File: src/rtl/mem_app_pkg.sv
// Shared definitions for the memory application blocks: default geometry, scan FSM states and
// the one-hot value decode that mirrors the writer's entry encoder.
package mem_app_pkg;

    localparam int AW_DEF   = 3;
    localparam int DW_DEF   = 4;
    localparam int ONEHOT_W = 9;

    typedef enum logic [2:0] {
        S_IDLE,
        S_REQ,
        S_WAIT,
        S_EMIT,
        S_CONV,
        S_DONE
    } state_t;

    // Values 1..9 map to bit (value-1); 0 and anything above 9 have no entry and decode to zero.
    function automatic logic [ONEHOT_W-1:0] onehot_decode(input int unsigned value);
        logic [ONEHOT_W-1:0] r;
        r = '0;
        if (value >= 1 && value <= ONEHOT_W) begin
            r = ONEHOT_W'(1) << (value - 1);
        end
        return r;
    endfunction

endpackage

File: src/rtl/bin_to_bcd_seq.sv
// Iterative double-dabble converter: one add-3/shift step per cycle, BIN_W steps per conversion.
// The bcd output only changes on the cycle done pulses.
module bin_to_bcd_seq #(
    parameter int BIN_W = 7,
    parameter int NDIG  = 3
) (
    input  logic                clk,
    input  logic                rst_n,
    input  logic                start,
    input  logic [BIN_W-1:0]    bin,
    output logic                done,
    output logic [4*NDIG-1:0]   bcd
);

    localparam int BCD_W = 4 * NDIG;
    localparam int CNT_W = $clog2(BIN_W + 1);

    logic [BIN_W-1:0]       shreg_p0;
    logic [BCD_W-1:0]       acc_p0;
    logic [BCD_W-1:0]       acc_adj;
    logic [BCD_W+BIN_W-1:0] joined;
    logic [CNT_W-1:0]       cnt;
    logic                   active;

    function automatic logic [BCD_W-1:0] add3_digits(input logic [BCD_W-1:0] v);
        logic [BCD_W-1:0] r;
        r = v;
        for (int d = 0; d < NDIG; d++) begin
            if (v[4*d +: 4] >= 4'd5) begin
                r[4*d +: 4] = v[4*d +: 4] + 4'd3;
            end
        end
        return r;
    endfunction

    assign acc_adj = add3_digits(acc_p0);
    assign joined  = {acc_adj, shreg_p0} << 1;

    always_ff @(posedge clk) begin
        if (!rst_n) begin
            active <= 1'b0;
            cnt    <= '0;
            done   <= 1'b0;
        end else begin
            done <= 1'b0;
            if (start) begin
                active <= 1'b1;
                cnt    <= CNT_W'(BIN_W);
            end else if (active) begin
                cnt <= cnt - CNT_W'(1);
                if (cnt == CNT_W'(1)) begin
                    active <= 1'b0;
                    done   <= 1'b1;
                end
            end
        end
    end

    // Datapath: shift register and BCD accumulator carry no reset; start reloads them.
    always_ff @(posedge clk) begin
        if (start) begin
            shreg_p0 <= bin;
            acc_p0   <= '0;
        end else if (active) begin
            shreg_p0 <= joined[BIN_W-1:0];
            acc_p0   <= joined[BCD_W+BIN_W-1 -: BCD_W];
            if (cnt == CNT_W'(1)) begin
                bcd <= joined[BCD_W+BIN_W-1 -: BCD_W];
            end
        end
    end

endmodule

File: src/rtl/mem_scan_reader.sv
// Sweeps a range of memory words, streams each out (raw and one-hot) over valid/ready, and
// totals them in binary and BCD. Build option SCAN_WRAP_EN: wrap the address instead of stopping at the top.
module mem_scan_reader
    import mem_app_pkg::*;
#(
    parameter int AW    = AW_DEF,
    parameter int DW    = DW_DEF,
    parameter int SUM_W = 7,
    parameter int NDIG  = 3
) (
    input  logic                CLK,
    input  logic                RSTn,
    input  logic                START,
    input  logic [AW-1:0]       START_ADDR,
    input  logic [AW:0]         COUNT,
    output logic                RD_EN,
    output logic [AW-1:0]       RD_ADDR,
    input  logic [DW-1:0]       RD_DATA,
    output logic                OUT_VALID,
    input  logic                OUT_READY,
    output logic [DW-1:0]       OUT_DATA,
    output logic [ONEHOT_W-1:0] OUT_ONEHOT,
    output logic                BUSY,
    output logic                DONE,
    output logic [SUM_W-1:0]    SUM,
    output logic [4*NDIG-1:0]   SUM_BCD
);

    localparam int REM_W = AW + 1;

    state_t                 state;
    logic [AW-1:0]          addr;
    logic [REM_W-1:0]       remaining;
    logic                   last_word;
    logic                   conv_start;
    logic                   conv_done;
    logic [4*NDIG-1:0]      conv_bcd;

`ifdef SCAN_WRAP_EN
    assign last_word = (remaining == REM_W'(1));
`else
    localparam logic [AW-1:0] TOP_ADDR = '1;
    // The top address ends the sweep even if words remain; the partial total is still converted.
    assign last_word = (remaining == REM_W'(1)) || (addr == TOP_ADDR);
`endif

    always_ff @(posedge CLK) begin
        if (!RSTn) begin
            state      <= S_IDLE;
            addr       <= '0;
            remaining  <= '0;
            RD_EN      <= 1'b0;
            RD_ADDR    <= '0;
            OUT_VALID  <= 1'b0;
            OUT_DATA   <= '0;
            OUT_ONEHOT <= '0;
            BUSY       <= 1'b0;
            DONE       <= 1'b0;
            SUM        <= '0;
            SUM_BCD    <= '0;
            conv_start <= 1'b0;
        end else begin
            RD_EN      <= 1'b0;
            DONE       <= 1'b0;
            conv_start <= 1'b0;
            case (state)
                S_IDLE: begin
                    // The cycle carrying the DONE pulse still counts as the done phase.
                    if (START && !DONE) begin
                        addr      <= START_ADDR;
                        remaining <= COUNT;
                        SUM       <= '0;
                        SUM_BCD   <= '0;
                        BUSY      <= 1'b1;
                        if (COUNT == '0) begin
                            state <= S_DONE;
                        end else begin
                            state   <= S_REQ;
                            RD_EN   <= 1'b1;
                            RD_ADDR <= START_ADDR;
                        end
                    end
                end
                S_REQ: begin
                    state <= S_WAIT;
                end
                S_WAIT: begin
                    OUT_DATA   <= RD_DATA;
                    OUT_ONEHOT <= onehot_decode(32'(RD_DATA));
                    OUT_VALID  <= 1'b1;
                    state      <= S_EMIT;
                end
                S_EMIT: begin
                    if (OUT_READY) begin
                        OUT_VALID <= 1'b0;
                        SUM       <= SUM + SUM_W'(OUT_DATA);
                        addr      <= addr + AW'(1);
                        remaining <= remaining - REM_W'(1);
                        if (last_word) begin
                            state      <= S_CONV;
                            conv_start <= 1'b1;
                        end else begin
                            state   <= S_REQ;
                            RD_EN   <= 1'b1;
                            RD_ADDR <= addr + AW'(1);
                        end
                    end
                end
                S_CONV: begin
                    if (conv_done) begin
                        SUM_BCD <= conv_bcd;
                        state   <= S_DONE;
                    end
                end
                S_DONE: begin
                    DONE  <= 1'b1;
                    BUSY  <= 1'b0;
                    state <= S_IDLE;
                end
                default: begin
                    state <= S_IDLE;
                end
            endcase
        end
    end

    bin_to_bcd_seq #(
        .BIN_W (SUM_W),
        .NDIG  (NDIG)
    ) u_bcd (
        .clk   (CLK),
        .rst_n (RSTn),
        .start (conv_start),
        .bin   (SUM),
        .done  (conv_done),
        .bcd   (conv_bcd)
    );

endmodule

File: config.mk
export PLATFORM = sky130hd
export DESIGN_NAME = mem_scan_reader
export DESIGN_NICKNAME = d
export VERILOG_FILES = /design/src/rtl/mem_app_pkg.sv /design/src/rtl/bin_to_bcd_seq.sv /design/src/rtl/mem_scan_reader.sv
export SDC_FILE = /design/constraint.sdc
export NUM_CORES = 1
export LEC_CHECK = 0
export ABC_CLOCK_PERIOD_IN_PS = 2100
export CORE_MARGIN = 1.5
export CORE_UTILIZATION = 40
export DETAILED_ROUTE_END_ITERATION = 6
export PLACE_DENSITY = 0.71
export SKIP_CTS_REPAIR_TIMING = 1
export SLEW_MARGIN = 5
export SYNTH_ARGS = -nofsm -noshare
export SYNTH_HDL_FRONTEND = slang
export SYNTH_SLANG_ARGS = --single-unit
export TNS_END_PERCENT = 100
File: constraint.sdc
create_clock -name CLK -period 2.1 [get_ports CLK]
set_input_delay 0.42 -clock CLK [delete_from_list [all_inputs] [get_ports CLK]]
set_output_delay 0.42 -clock CLK [all_outputs]
set_load 0.02 [all_outputs]
# [Yosys cells after proc, flatten, opt, wreduce, memory -nomap -nowiden]
# Index checks and enable logic that the tools add are counted.
[word_totals] out_inout_bits=39 in_bits=15 elab_cells=115 regBits=86
[classes] mux=46 n_shift=1 add_sub_neg=8 bitwise=3 magnitude_cmp=5 n_eq_ne=13 n_reduce_logical=20
[op_table] operator="$mux 3" n=14
[op_table] operator="$shl 1x32->9 const A" n=1
[op_table] operator="$mux 7" n=4
[op_table] operator="$mux 12" n=2
[op_table] operator="$pmux 12 s2" n=1
[op_table] operator="$mux 4" n=4
[op_table] operator="$pmux 3 s5" n=1
[op_table] operator="$reduce_and 3->1" n=5
[op_table] operator="$pmux 7 s2" n=1
[op_table] operator="$ge 4x3->1 const B" n=3
[op_table] operator="$mux 1" n=12
[op_table] operator="$pmux 3 s2" n=2
[op_table] operator="$reduce_bool 2->1" n=5
[op_table] operator="$eq 3x3->1 const B" n=3
[op_table] operator="$mux 9" n=1
[op_table] operator="$add 4x2->4 const B" n=2
[op_table] operator="$ne 2x2->1 const B" n=4
[op_table] operator="$pmux 4 s2" n=1
[op_table] operator="$add 7x4->7" n=1
[op_table] operator="$eq 3x1->1 const B" n=2
[op_table] operator="$eq 3x2->1 const B" n=2
[op_table] operator="$pmux 1 s2" n=3
[op_table] operator="$reduce_and 5->1" n=1
[op_table] operator="$sub 4x1->5 const B" n=1
[op_table] operator="other kinds (16)" n=20

# [Depth between registers and ports, before layout]
[logic_depth] ltp_word=5 depth_mapped=8 ltp_nobuf=7

# [By module]
# From an unflattened synthesis, not the netlist that was laid out.
[unflattened] cells_unflattened=443 area_unflattened_um2=4177.8
[modules_own_cells] mod="mem_scan_reader" instances=1 area_each_um2=2378.5 cells_each=274 seq_area_each_um2=1001.0
[modules_own_cells] mod="bin_to_bcd_seq" instances=1 area_each_um2=1799.2 cells_each=169 seq_area_each_um2=910.9

# [Least setup slack after synthesis]
# No wires, ideal clock.
[synth_timing] path_kind="flip-flop to flip-flop" start="register u_bcd.cnt[0]" end="register u_bcd.bcd[0], enable pin" setup_time_ns=0.401 stages_incl_launch_ff=4 t_required_ns=1.699 path_buffers=0 synth_period_minus_slack_ns=1.948 t_arrival_ns=1.547 setup_slack_ns=0.152 path_cell_list="dfxtp_1 -> ha_1 -> nand2b_1 -> nor3b_1"
[synth_via] elab_chain_cells=2
[synth_rtl] element="from (decl)" line_no="bin_to_bcd_seq.sv:22" rtl="logic [CNT_W-1:0] cnt;"
[synth_rtl] element="from (signal assigned)" line_no="bin_to_bcd_seq.sv:48" rtl="cnt <= CNT_W'(BIN_W);"
[synth_rtl] element="from (signal assigned)" line_no="bin_to_bcd_seq.sv:50" rtl="cnt <= cnt - CNT_W'(1);"
[synth_rtl] element="$eq 3x1->1" line_no="bin_to_bcd_seq.sv:67" rtl="if (cnt == CNT_W'(1)) begin"
[synth_rtl] element="$reduce_and 3->1 (no line)"
[synth_rtl] element="to (signal assigned)" line_no="bin_to_bcd_seq.sv:68" rtl="bcd <= joined[BCD_W+BIN_W-1 -: BCD_W];"
[synth_rtl] element="to (decl)" line_no="bin_to_bcd_seq.sv:12" rtl="output logic [4*NDIG-1:0] bcd"
# No other way between the ends.
# A chain may end at the register's enable or synchronous reset.

# [Worst setup path after layout]
[layout_timing] start="register OUT_DATA[0]" end="register SUM[4]"
[layout_via] elab_chain_cells=3
[layout_rtl] element="from (decl)" line_no="mem_scan_reader.sv:21" rtl="output logic [DW-1:0] OUT_DATA,"
[layout_rtl] element="from (signal assigned)" line_no="mem_scan_reader.sv:55" rtl="OUT_DATA <= '0;"
[layout_rtl] element="from (signal assigned)" line_no="mem_scan_reader.sv:88" rtl="OUT_DATA <= RD_DATA;"
[layout_rtl] element="$add 7x4->7" line_no="mem_scan_reader.sv:96" rtl="SUM <= SUM + SUM_W'(OUT_DATA);"
[layout_rtl] element="$mux 7" line_no="mem_scan_reader.sv:94" rtl="if (OUT_READY) begin"
[layout_rtl] element="$pmux 7 s2" line_no="mem_scan_reader.sv:66" rtl="case (state)"
[layout_rtl] element="to (signal assigned)" line_no="mem_scan_reader.sv:96"
[layout_rtl] element="to (decl)" line_no="mem_scan_reader.sv:25" rtl="output logic [SUM_W-1:0] SUM,"
# No other way between the ends. The select of a mux whose other input is x is not followed.

==> results by group <==
Global route
  – GR Util All Layers: 0.162
  – Overflow after GRT: 0
  – Vias in the first global route: a little under 3000
  – Initial antenna violation count: 0
  – First-pass GRT wire length: 13.5 mm
  – Pin count of the biggest net entering global routing: between 50 and 60

Power and ir drop
  – Power per cell area: between 700 and 800 nW/um2
  – Max rail drop VDD: just over 300 uV
  – Leak: approximately 0.0019 uW
  – Share of total power in sequential cells: 0.518
  – Sw Pwr: approximately 1100 uW
  – Int Pwr: 2560 uW
  – Net Sw Frac: 0.298
  – Clk pwr share: 0.312
  – Gate power share: 0.171

Worst setup path
  – Startpoint types: flop
  – Critical Path RT: between 2 and 2.5 ns
  – Worst path cell trace: ha_1 > fa_1 > a21o_1 > a21oi_1 > and2b_1 > xnor2_1 > nor2_1
  – CP top delay family: adder cells
  – Worst EP arrival: around 2.2 ns
  – R2r startpoint: OUT_DATA[0]
  – Setup CP Type: reg -> reg
  – Largest stage delay, worst path: ~0.42 ns
  – Crit path buffers/inverters: 0
  – Slowest CP cell: fa_1
  – Crit path max fanout: 3
  – Setup crit start: OUT_DATA[0]
  – Worst setup EP type: flop

Logic synthesis
  – Sequential-to-total area share from yosys stat: 0.474
  – Synth warnings: 0
  – Yosys reg bits: 86
  – Post-synth ARST share: 0
  – Post-synth EDFFs: 19
  – Average size of a mapped cell: 9.40 um2
  – Netlist cell types: 50
  – Mapped Area: 4030 um2
  – Ys flop type: dfxtp_1
  – Syn_nets: 463
  – Mapped Cells: 429

Die
  – Core Area: 9770 um2
  – Site row count: 36
  – Vert. Die Dim: 103 um
  – I/O pin count: 54
  – Die width: roughly 100 um
  – Starting Density: 0.413
  – Total die area: between 10000 and 15000 um2

Job
  – MaxCap Viol Count: 0

Timing
  – Worst Tran Pin Value: 0.513 ns
  – Clock Skews: approximately 0.0092 ns
  – Final TNS setup: 0 ns
  – Slew Viols, Final: 0
  – Final Setup Violations: 0
  – Min Tclk post-route: a little under 2 ns
  – RSZ-0062 raised after global routing: no
  – Fin worst setup slack: between 0.15 and 0.2 ns
  – Fin crit share: 0.915
  – FMAX: ~520 MHz
  – Final Hold Vio Count: 0
  – Slew HR: 0.657
  – Min Hold Slack: 0.464 ns

Placed design
  – Placed cell count: between 600 and 700
  – Routability congestion estimate: between 0.8 and 0.9
  – Buffers on Ports: 53
  – Setup Slack @ Placement: -0.119 ns
  – Dpl hpwl: around 6 mm

Drt
  – Via count: around 3200
  – Via density: 5.04
  – Iter 0 DRT Violations: between 100 and 150
  – DR DRC count: 0
  – Drt wl/cell: around 13 um
  – Antenna Nets Post-Route: 0
  – Pre-antenna DRT Iters: 4
  – Post-Route WL: ~8 mm

Clock network
  – Clk slew on worst S/H paths: about 0.090 ns
  – Clock Tree Buf Depth: 2
  – Number of H-tree levels: 3
  – Skew-Pair Late Insertion Delay: 0.36 ns
  – Num CTS Buffers: 9
  – TritonCTS Sinks: 86
  – TritonCTS clock tree: yes
  – Root buffer cell: clkbuf_8

Layout
  – Share of post-route cells with drive strength above 1: 0.0996
  – Layout net count: between 500 and 600
  – Area grow syn2layout: 23.4%
  – Layout Utilization: 0.509
  – Inserted Diodes: 0
  – Post-route insts no fill: around 630

Min path
  – Worst hold path type: reg -> reg
  – Worst Hold Launch: u_bcd.shreg_p0[6]

Outcome
  – Status: finished clean
## flip-flops by register name (all words and copies together) (netlist names), 3 cells and up
| name | flops |
|---|---|
| u_bcd.bcd | 12 |
| RD_ADDR | 3 |
| remaining | 4 |
| OUT_DATA | 4 |
| u_bcd.acc_p0 | 12 |
| SUM_BCD | 12 |
| addr | 3 |
| u_bcd.cnt | 3 |
| SUM | 7 |
| u_bcd.shreg_p0 | 7 |
| state | 3 |
| OUT_ONEHOT | 9 |
## placed cells by master (no fill, tap or decap), types with 3 or more instances in the layout
cell	count
o21ai_0	15
o21a_1	3
nand2b_1	13
ha_1	18
a311oi_1	3
mux2_2	6
nand3_1	22
clkbuf_8	9
nor4_1	3
nor2_1	29
xnor2_1	8
inv_1	16
dfxtp_1	67
nor3_1	4
edfxtp_1	19
nand2_1	60
a21boi_0	24
o211a_1	6
a21oi_1	16
nor2b_1	9
mux2i_1	14
clkdlybuf4s50_1	53
xor2_1	4
nor3b_1	3
and2_1	5
or2_2	4
buf_4	19
nand4_1	4
a22oi_1	3
## area by class of cell
class / count / area (um2)
fill: 917 / 4800
multi-input combinational: 300 / 1930
sequential: 86 / 1910
timing repair buffer: 74 / 713
tap: 133 / 166
clock buffer: 9 / 124
clock inverter: 7 / 73.8
inverter: 16 / 60.1
## synthesized netlist by cell type (5+ instances only)
master	number	area (um2)
nand3_1	22	110
nand2b_1	13	81.3
dfxtp_1	67	1340
ha_1	18	225
mux2i_1	14	140
clkbuf_1	18	67.6
nand2_1	60	225
and2_1	5	31.3
mux2_2	6	67.6
nor2b_1	9	56.3
inv_1	16	60.1
nor2_1	29	109
edfxtp_1	19	571
a21boi_0	24	180
a21oi_1	16	80.1
o211a_1	6	60.1
o21ai_0	15	75.1
xnor2_1	8	70.1
## power groups by stage
stage / Sequential (uW) / Combinational, uW / Clock, uW
finish: 1890 / 622 / 1130
global route: 1900 / 711 / 1230
CTS: 1880 / 627 / 1170
detailed placement: 1920 / 624 / 0
global placement: 1920 / 601 / 0
floorplan: 1920 / 436 / 0
## cells by family after synthesis
| group | count (synthesis) | share of synthesized area |
|---|---|---|
| and+or+nand+nor | 166 | 0.200 |
| buffers and inverters | 43 | 0.0484 |
| muxes | 20 | 0.0515 |
| xor gates and xnor gates | 12 | 0.0261 |
| adders and majority gates | 19 | 0.0608 |
| DFF | 86 | 0.474 |
| AOI/OAI and AO/OA | 83 | 0.139 |
## worst register-to-register path: cells and delay by family (launching register included)
kind	cells	cell delay, ns
fa+ha+maj	2	0.64
compound gates	2	0.39
flops	1	0.36
simple gates	2	0.28
xor+xnor	1	0.15
## layer usage
layer	routed length, um	track usage
met5	0	0
met4	208	0.0759
met3	276	0.0208
met2	3810	0.265
met1	3930	0.214
## worst paths after layout
kind	depth (start not counted)	to	slack, ns
worst min register to register	0	u_bcd.bcd[0]	0.46
worst max-delay path	7	SUM[4]	0.18
worst min-delay path	0	u_bcd.bcd[0]	0.46
worst max register to register	7	SUM[4]	0.18
## stage by stage
| step | power (uW) | cell area (um2) |
|---|---|---|
| after floorplan | 2360 | 4030 |
| after global routing | 3840 | 4980 |
| after CTS | 3680 | 4980 |
| final | 3640 | 4980 |
| after detailed placement | 2550 | 4780 |
| after global placement | 2520 | 4780 |
Note: power is estimated with default switching activity, not from simulation.
